===== src/rtl/credit_stream_tx_if.sv =====
// ready_valid_i: generic ready/valid stream interface.
//
// Parameters:
//   data_t  payload type carried on data
//
// Signals:
//   valid  producer has a beat on data this cycle
//   ready  consumer accepts the beat this cycle
//   data   payload
//
// Modports:
//   s  sink side (consumes valid/data, drives ready)
//   m  source side (drives valid/data, consumes ready)
interface ready_valid_i #(
  parameter type data_t = logic [7:0]
) ();
  logic  valid;
  logic  ready;
  data_t data;

  modport s (input valid, input data, output ready);
  modport m (output valid, output data, input ready);
endinterface


===== src/rtl/credit_stream_tx.sv =====
// credit_stream_tx: transmit end of a credit-flow-controlled stream link.
//
// Accepts a ready/valid stream and forwards each accepted beat, one cycle later,
// as a non-stallable valid/data strobe toward a remote buffer of NUM_CREDITS
// entries. One credit is consumed per beat; the receiver hands credits back on
// credit_incr as it drains.
//
// Parameters:
//   data_t       payload type
//   NUM_CREDITS  receiver buffer depth and initial credit count (>= 1)
//
// Ports:
//   clk            clock, posedge
//   rst_n          asynchronous active-low reset
//   in             upstream stream (ready_valid_i sink modport)
//   out_valid      one-cycle beat strobe toward the link
//   out_data       payload of the beat, valid while out_valid=1
//   credit_incr    credits returned by the receiver this cycle
//   credit_clr     synchronous re-init of credits, error flag and statistics
//   credits_avail  current credit count
//   credit_err     sticky flag: returned credits overflowed NUM_CREDITS
//   stall_cnt      cycles with in.valid && !in.ready (statistics build only)
//   beat_cnt       beats transmitted (statistics build only)
//
// Build option:
//   CREDIT_STREAM_TX_STATS_EN  when defined, stall_cnt/beat_cnt are saturating
//                              counters; otherwise both are tied to zero.
module credit_stream_tx #(
  parameter type data_t      = logic [7:0],
  parameter int  NUM_CREDITS = 8,
  localparam int CW          = $clog2(NUM_CREDITS + 1)
) (
  input  logic                     clk,
  input  logic                     rst_n,
  ready_valid_i.s                  in,
  output logic                     out_valid,
  output logic [$bits(data_t)-1:0] out_data,
  input  logic [CW-1:0]            credit_incr,
  input  logic                     credit_clr,
  output logic [CW-1:0]            credits_avail,
  output logic                     credit_err,
  output logic [31:0]              stall_cnt,
  output logic [31:0]              beat_cnt
);

  localparam logic [CW:0]   FULL_EXT = (CW + 1)'(NUM_CREDITS);
  localparam logic [CW-1:0] FULL     = CW'(NUM_CREDITS);

  logic [CW-1:0] credits;
  logic          ready_int;
  logic          fire;
  logic [CW:0]   credits_next;

  // Ready comes from the credit register and the clear strobe only, so the
  // upstream never sees a combinational path from the link side.
  assign ready_int = (credits != '0) && !credit_clr;
  assign in.ready  = ready_int;
  assign fire      = in.valid && ready_int;

  // One extra bit lets an over-return be seen before it wraps. fire implies
  // credits >= 1, so the subtraction cannot underflow.
  always_comb begin
    credits_next = {1'b0, credits} - {{CW{1'b0}}, fire} + {1'b0, credit_incr};
  end

  // Credit counter, sticky error and output register. A clear wins over any
  // credit traffic and suppresses the outgoing beat; out_data is left holding
  // its last payload whenever no beat goes out.
  always_ff @(posedge clk or negedge rst_n) begin
    if (!rst_n) begin
      credits    <= FULL;
      credit_err <= 1'b0;
      out_valid  <= 1'b0;
      out_data   <= '0;
    end else if (credit_clr) begin
      credits    <= FULL;
      credit_err <= 1'b0;
      out_valid  <= 1'b0;
    end else begin
      out_valid <= fire;
      if (fire) begin
        out_data <= in.data;
      end
      if (credits_next > FULL_EXT) begin
        credits    <= FULL;
        credit_err <= 1'b1;
      end else begin
        credits <= credits_next[CW-1:0];
      end
    end
  end

  assign credits_avail = credits;

`ifdef CREDIT_STREAM_TX_STATS_EN
  logic [31:0] stall_q;
  logic [31:0] beat_q;

  // Saturating statistics; they restart together with the credit pool.
  always_ff @(posedge clk or negedge rst_n) begin
    if (!rst_n) begin
      stall_q <= '0;
      beat_q  <= '0;
    end else if (credit_clr) begin
      stall_q <= '0;
      beat_q  <= '0;
    end else begin
      if (in.valid && !ready_int && (stall_q != 32'hFFFF_FFFF)) begin
        stall_q <= stall_q + 32'd1;
      end
      if (fire && (beat_q != 32'hFFFF_FFFF)) begin
        beat_q <= beat_q + 32'd1;
      end
    end
  end

  assign stall_cnt = stall_q;
  assign beat_cnt  = beat_q;
`else
  assign stall_cnt = 32'd0;
  assign beat_cnt  = 32'd0;
`endif

endmodule


===== src/flat_wrapper.sv =====
// flat-port wrapper written by rule: the top's interface ports become plain ports
module credit_stream_tx_flat 
#(
  parameter type data_t      = logic [7:0],
  parameter int  NUM_CREDITS = 8,
  localparam int CW          = $clog2(NUM_CREDITS + 1)
)
  (clk, rst_n, out_valid, out_data, credit_incr, credit_clr, credits_avail, credit_err, stall_cnt, beat_cnt, in_valid, in_data, in_ready);
  ready_valid_i #(.data_t(data_t)) in_i ();
  input  logic clk;
  input  logic rst_n;
  output logic out_valid;
  output logic [$bits(data_t)-1:0] out_data;
  input  logic [CW-1:0] credit_incr;
  input  logic credit_clr;
  output logic [CW-1:0] credits_avail;
  output logic credit_err;
  output logic [31:0] stall_cnt;
  output logic [31:0] beat_cnt;
  input wire logic [$bits(in_i.valid)-1:0] in_valid;
  input wire logic [$bits(in_i.data)-1:0] in_data;
  output wire logic [$bits(in_i.ready)-1:0] in_ready;
  assign in_i.valid = in_valid;
  assign in_i.data = in_data;
  assign in_ready = in_i.ready;
  credit_stream_tx #(.data_t(data_t), .NUM_CREDITS(NUM_CREDITS)) u_core (.clk(clk), .rst_n(rst_n), .in(in_i), .out_valid(out_valid), .out_data(out_data), .credit_incr(credit_incr), .credit_clr(credit_clr), .credits_avail(credits_avail), .credit_err(credit_err), .stall_cnt(stall_cnt), .beat_cnt(beat_cnt));
endmodule

===== config.mk =====
export PLATFORM = sky130hd
export DESIGN_NAME = credit_stream_tx_flat
export DESIGN_NICKNAME = d
export VERILOG_FILES = /design/src/rtl/credit_stream_tx_if.sv /design/src/rtl/credit_stream_tx.sv /design/src/flat_wrapper.sv
export SDC_FILE = /design/constraint.sdc
export NUM_CORES = 1
export LEC_CHECK = 0
export CELL_PAD_IN_SITES_DETAIL_PLACEMENT = 0
export CELL_PAD_IN_SITES_GLOBAL_PLACEMENT = 2
export CORE_ASPECT_RATIO = 1.25
export CORE_MARGIN = 8
export CORE_UTILIZATION = 20
export CTS_BUF_LIST = sky130_fd_sc_hd__clkbuf_8
export DETAILED_ROUTE_END_ITERATION = 8
export PLACE_DENSITY_LB_ADDON = 0.05
export SKIP_CTS_REPAIR_TIMING = 1
export SLEW_MARGIN = 20
export SYNTH_ARGS = -nofsm -noshare
export SYNTH_HDL_FRONTEND = slang
export SYNTH_SLANG_ARGS = --single-unit

===== constraint.sdc =====
create_clock -name clk -period 8.05 [get_ports clk]
set_input_delay 1.2075 -clock clk [delete_from_list [all_inputs] [get_ports clk]]
set_output_delay 1.2075 -clock clk [all_outputs]
set_load 0.01 [all_outputs]

==> summary.md, run 1 <==
| Metric | Value |
|---|---|
| Synth top area share | 37.8% |
| Crit-path max cell delay | 0.51 ns |
| Pint | 257 uW |
| Vias in the first global route | 869 |
| Synthesis-to-finish area growth | 15.5% |
| Worst hold path class | flop to flop |
| Power share of the clock group | 13.9% |
| Crit Path Category | input pin to flop |
| Clk_skew | 0.000747 ns |
| Area occupied by multi-input gates | 603 um^2 |
| Fraction of registers with async set/reset | 100% |
| Slowest cell on crit path | clkdlybuf4s50_1 |
| Final Hold Fails | 0 |
| Share of power burned in registers | 26.5% |
| Synthesis Warnings | 0 |
| DRC | 0 |
| CP Capture Type | flop |
| Sink Count | 14 |
| Seq. cell area | 352 um^2 |
| Initial antenna violation count | 0 |
| Die Ht | 105 um |
| VDD IR max | 0.0000542 V |
| Die Wd | 87.3 um |
| Least-Margin Pin Slew | 0.672 ns |
| Vias/cell | 2.97 |
| Crit path DAT | 4.13 ns |
| Switching share of power | 39.6% |
| Remaining global-route overflow | 0 |
| I/O Buffers | 30 |
| Nets | 190 |
| Post-Route Setup TNS | 0 ns |
| Final core occ | 23.8% |
| NetSw | 168 uW |
| Syn_area_per_cell | 9.62 um^2 |
| RSZ-0062 raised after global routing | false |
| Outcome | finished, final reports clean |
| Global-route wire length before repair | 4490 um |
| MaxCap Viol Count | 0 |
| Largest net degree at the start of global routing | 15 |
| Seq/Total Area, Yosys | 27.7% |
| Synth cell count leaders | buf_4, inv_1, dfrtp_1, ha_1, mux2_2 |
| Clk slew on worst S/H paths | 0.06 ns |
| Syn Inst Count | 132 |
| Most Frequent Cell on Critical Path | ha_1 |
| CP required | 8.18 ns |
| # diodes | 0 |
| 1st-iter DRT viols | 9 |
| Hpwl dp | 2730 um |
| Root cell of the clock tree | clkbuf_8 |
| Logic pwr share | 59.6% |
| CTS Buffer Depth | 2 |
| Final WS setup | 4.05 ns |
| Crit path max-delay family | adder cells |
| CP startpoint kind | input pin |
| Post-route ant nets | 0 |
| Drt first pass iters | 2 |
| Final Critical Period | 4.00 ns |
| Max Freq | 0.250 GHz |
| Most common cell in the synthesized netlist | buf_4 |
| Cts bufs inserted | 3 |
| Leakage | 0.736 nW |
| Power per Cell Area | 289 nW/um^2 |
| Crit path buf inv count | 2 |
| CP max FO | 9 |
| Share of layout cells above drive strength 1 | 8.54% |
| Setup Viol. Count Final | 0 |
| DR vias | 740 |
| Place WS | 3.75 ns |
| GP Congestion | 0.725 |
| Slew headroom | 55.0% |
| Area leader, netlist | buf_4 |
| Starting Density | 20.6% |
| Prevailing post-synth register cell | dfrtp_1 |
| Fill count | 725 |
| Synthesized cell area | 1270 um^2 |
| Core area | 6170 um^2 |
| Total Wirelength | 3000 um |
| Ports | 95 |
| Netlist cell types | 25 |
| CTS tree | yes |
| Htree depth | 1 |
| GRT Util Overall | 6.23% |
| Clock Latency Late Sink | 0.24 ns |
| FP Rows | 32 |
| Die area | 9170 um^2 |
| Routed len/inst | 12.0 um |
| Cell breakdown of the critical path | clkdlybuf4s50_1 > a41oi_2 > and2_1 > ha_1 > inv_1 > ha_1 > fa_1 > o32a_1 > o21a_1 > nor4b_1 |
| Tcrit/Tclk final | 49.7% |
| Total power | 425 uW |
| Top cells by area, synth | buf_4, dfrtp_1, ha_1, mux2_2, inv_1 |
| EDFF count, synth | 0 |
| #FFs+latches synth | 14 |
| Hold slack | 0.507 ns |
| Fin. max-slew vios | 0 |
-- worst paths after layout --
check / start / to / slack (ns) / cells past startpoint
min in group asynchronous: rst_n / u_core.credit_err$_DFFE_PN0P_ / 1.38 / 1
worst max register to register: u_core.credits_avail[3]$_DFF_PN1_ / u_core.credits_avail[0]$_DFF_PN0_ / 4.92 / 10
worst min register to register: u_core.out_data[1]$_DFFE_PN0P_ / u_core.out_data[1]$_DFFE_PN0P_ / 0.51 / 1
worst min-delay path: u_core.out_data[1]$_DFFE_PN0P_ / u_core.out_data[1]$_DFFE_PN0P_ / 0.51 / 1
max in group asynchronous: rst_n / u_core.out_data[2]$_DFFE_PN0P_ / 6.25 / 1
worst max-delay path: credit_clr / u_core.credits_avail[0]$_DFF_PN0_ / 4.05 / 10
-- layout by cell type, fill, tap and decap left out, types with 2 or more instances in the layout --
cell,count
nor2_1,2
and2_1,2
ha_1,8
clkdlybuf4s50_1,30
nor4b_1,2
dfrtp_1,13
conb_1,64
clkbuf_8,3
xor2_1,2
mux2_2,7
inv_1,17
-- layer usage --
metal  vias up  global-route usage, %  wire length [um]
met1       343                   6.07              1060
met4         0                   1.48                 0
met2        43                   11.7              1680
met5         -                      0                 0
li1        354                      -                 -
met3         0                   2.51               252
-- cells by family (layout without fill, tap and decap cells) --
| family | Yosys count | after routing | share of synthesized area (%) |
|---|---|---|---|
| AO/OA/AOI/OAI | 8 | 8 | 6.01 |
| other | 1 | 64 | 0.295 |
| buffers and inverters | 81 | 50 | 43.4 |
| AND/OR/NAND/NOR | 8 | 8 | 3.94 |
| XOR/XNOR | 3 | 3 | 2.07 |
| flip-flops | 14 | 14 | 27.7 |
| multiplexers | 8 | 8 | 7.09 |
| adder cells (fa/ha/maj) | 9 | 9 | 9.46 |
-- power groups by stage --
stage,clock network [mW],logic (mW),registers (mW)
detailed placement,0,0.257,0.115
global placement,0,0.258,0.115
global route,0.0653,0.280,0.116
CTS,0.0623,0.259,0.114
floorplan,0,0.169,0.125
finish,0.0589,0.253,0.112
-- registers in the layout, summed over array words and instances (netlist names) --
name                  flops
u_core.credit_err         1
u_core.out_valid          1
u_core.credits_avail      4
u_core.out_data           8
-- area by class of cell --
cell class / count / area share, %
Multi-Input combinational cell: 100 / 41.1
Inverter: 16 / 4.10
Timing Repair Buffer: 30 / 20.5
Sequential cell: 14 / 24.0
Tap cell: 85 / 7.25
Clock buffer: 3 / 2.82
Clock inverter: 1 / 0.256
-- worst reg2reg max path: stages (launching register included) --
cell     delay (ns)
dfstp_2        0.53
inv_1          0.07
a41oi_2        0.24
and2_1         0.39
ha_1           0.31
inv_1          0.07
ha_1           0.19
fa_1           0.44
o32a_1         0.36
o21a_1         0.13
nor4b_1        0.28
-- per-stage QoR --
step,area [um^2],std cells
6_report,1470,249
5_1_grt,1470,249
4_1_cts,1470,249
3_5_place_dp,1420,245
3_3_place_gp,1420,245
2_1_floorplan,1510,195
(Power assumes the default switching activity.)
==> run 2: changes to the inputs <==
--- a/config.mk
+++ b/config.mk
@@ -9,7 +9,7 @@
 export CELL_PAD_IN_SITES_GLOBAL_PLACEMENT = 2
 export CORE_ASPECT_RATIO = 1.25
 export CORE_MARGIN = 8
-export CORE_UTILIZATION = 20
+export CORE_UTILIZATION = 16
 export CTS_BUF_LIST = sky130_fd_sc_hd__clkbuf_8
 export DETAILED_ROUTE_END_ITERATION = 8
 export PLACE_DENSITY_LB_ADDON = 0.05
==> constraint.sdc (replaced) <==
create_clock -name clk -period 3.3 [get_ports clk]
set_input_delay 0.495 -clock clk [delete_from_list [all_inputs] [get_ports clk]]
set_output_delay 0.495 -clock clk [all_outputs]
set_load 0.01 [all_outputs]
==> run 2 against run 1 <==
Net effect:
- clock skew grew 0.00074 ns
- sequential share of layout area decreased by 0.60 points
- critical endpoint is now u_core.credits_avail[1]$_DFF_PN0_
- critical path type unchanged
- global-route usage shrank 0.26 points
- routed wire length rose by 12%
- cell count rose by 4.8%
- clock-buffer cell count increased by 1
- core utilization is 4.4 points lower
==> summary.md, run 2 (synthesized netlist as in run 1, its figures left out) <==
| Metric | Value |
|---|---|
| Outcome | finished, final reports clean |
| Tcrit/Tclk final | 86.6% |
| Hold slack | 0.492 ns |
| RSZ-0062 raised after global routing | false |
| Slew headroom | 51.4% |
| Cts bufs inserted | 3 |
| Vias in the first global route | 917 |
| Max Freq | 0.350 GHz |
| Worst hold path class | flop to flop |
| CTS tree | yes |
| Crit path DAT | 3.00 ns |
| GRT Util Overall | 5.96% |
| FP Rows | 36 |
| Commonest cells after routing, fill and taps aside | conb_1, clkdlybuf4s50_1, inv_1, dfrtp_1, ha_1 |
| Routed length on met3 | 252 um |
| Htree depth | 1 |
| Drt first pass iters | 4 |
| Critical Path Sink | u_core.credits_avail[1]$_DFF_PN0_ |
| Routed len/inst | 12.9 um |
| Hold path cells | 1 |
| Leakage | 0.748 nW |
| Post-route ant nets | 0 |
| Sink Count | 14 |
| 1st-iter DRT viols | 3 |
| Vias/cell | 2.96 |
| Final Hold Fails | 0 |
| Reg2reg end | u_core.credits_avail[1]$_DFF_PN0_ |
| Clock Latency Late Sink | 0.25 ns |
| Setup Viol. Count Final | 0 |
| Logic pwr share | 58.2% |
| Most flop-heavy register | u_core.out_data |
| NetSw | 428 uW |
| Reg2reg start | u_core.credits_avail[3]$_DFF_PN1_ |
| Clk_skew | 0.00149 ns |
| Core area | 7750 um^2 |
| M1 WL | 1130 um |
| Root cell of the clock tree | clkbuf_8 |
| Clk slew on worst S/H paths | 0.07 ns |
| DR vias | 773 |
| Die Ht | 116 um |
| CP startpoint kind | input pin |
| Global-route wire length before repair | 5010 um |
| Share of power burned in registers | 25.4% |
| Starting Density | 16.4% |
| Pint | 653 uW |
| Final Critical Period | 2.86 ns |
| Largest net degree at the start of global routing | 15 |
| DRC | 0 |
| Final WS setup | 0.441 ns |
| Least-Margin Pin Slew | 0.727 ns |
| Total Wirelength | 3350 um |
| MaxCap Viol Count | 0 |
| VDD IR max | 0.000146 V |
| Remaining global-route overflow | 0 |
| Share of layout cells above drive strength 1 | 10.2% |
| Die area | 11100 um^2 |
| Met2 routed WL | 1960 um |
| Die Wd | 95.7 um |
| CP max FO | 3 |
| I/O Buffers | 30 |
| CP required | 3.44 ns |
| Synthesis-to-finish area growth | 18.4% |
| GP Congestion | 0.648 |
| Total power | 1.08 mW |
| Nets | 192 |
| DR top layer | met4 |
| Hpwl dp | 2980 um |
| Worst reg-to-reg path cell count | 10 |
| CP Capture Type | flop |
| Ports | 95 |
| Crit Path Category | input pin to flop |
| Switching share of power | 39.6% |
| Power share of the clock group | 16.4% |
| Most common cell after layout, fill and taps aside | conb_1 |
| Fin. max-slew vios | 0 |
| Initial antenna violation count | 0 |
| CP startpoint | credit_clr |
| Post-Route Setup TNS | 0 ns |
| Place WS | 0.172 ns |
| # diodes | 0 |
| FF-to-FF setup slack | 0.53 ns |
| Final core occ | 19.4% |
| Fill count | 902 |
| CTS Buffer Depth | 2 |
| Power per Cell Area | 719 nW/um^2 |
| Max reg flops | 8 |
-- run 2: changes by cell type in the layout (fill, tap and decap cells not counted), sizes merged --
cell    before  now
buf          0    2
inv         17   16
clkbuf       3    4
-- run 2: how the worst min path moves through the flow --
stage	from	end	slack, ns
after floorplan	rst_n	u_core.credit_err$_DFFE_PN0P_	0.20
after global placement	u_core.out_data[1]$_DFFE_PN0P_	u_core.out_data[1]$_DFFE_PN0P_	0.49
after detailed placement	u_core.out_data[1]$_DFFE_PN0P_	u_core.out_data[1]$_DFFE_PN0P_	0.49
after CTS	u_core.out_data[1]$_DFFE_PN0P_	u_core.out_data[1]$_DFFE_PN0P_	0.50
after global routing	u_core.out_data[1]$_DFFE_PN0P_	u_core.out_data[1]$_DFFE_PN0P_	0.54
final	u_core.out_data[1]$_DFFE_PN0P_	u_core.out_data[1]$_DFFE_PN0P_	0.49
-- run 2: power groups by stage --
stage	Sequential (mW)	Combinational [mW]	Clock (mW)
floorplan	0.305	0.413	0
global placement	0.278	0.653	0
detailed placement	0.279	0.641	0
CTS	0.277	0.644	0.191
global route	0.286	0.708	0.197
finish	0.275	0.629	0.177
-- run 2: final cells by class --
class                      instances  area [um^2]  area share [%]
timing repair buffer              32          315            21.0
sequential                        14          352            23.4
multi-input combinational        100          603            40.1
tap                               95          119            7.90
clock buffer                       4         55.1            3.66
inverter                          16         60.1            3.99
-- run 2: metal layers --
metal	vias to the layer above	track usage [%]
met5	-	0
met4	0	1.85
met3	2	1.75
met2	44	11.6
met1	370	5.75
li1	357	-
-- run 2: metrics by stage --
step | instances | area [um^2]
after global routing | 261 | 1500
after detailed placement | 257 | 1450
after floorplan | 195 | 1510
after global placement | 257 | 1450
final | 261 | 1500
after CTS | 261 | 1500
-- run 2: worst max-delay path: stages --
cell and delay (ns):
clkdlybuf4s50_1 0.51, a41oi_2 0.06, and2_1 0.20, ha_1 0.27, inv_1 0.04, ha_1 0.20, fa_1 0.40, xor2_1 0.17
o32a_1 0.29, o21a_1 0.13, nor4b_1 0.25
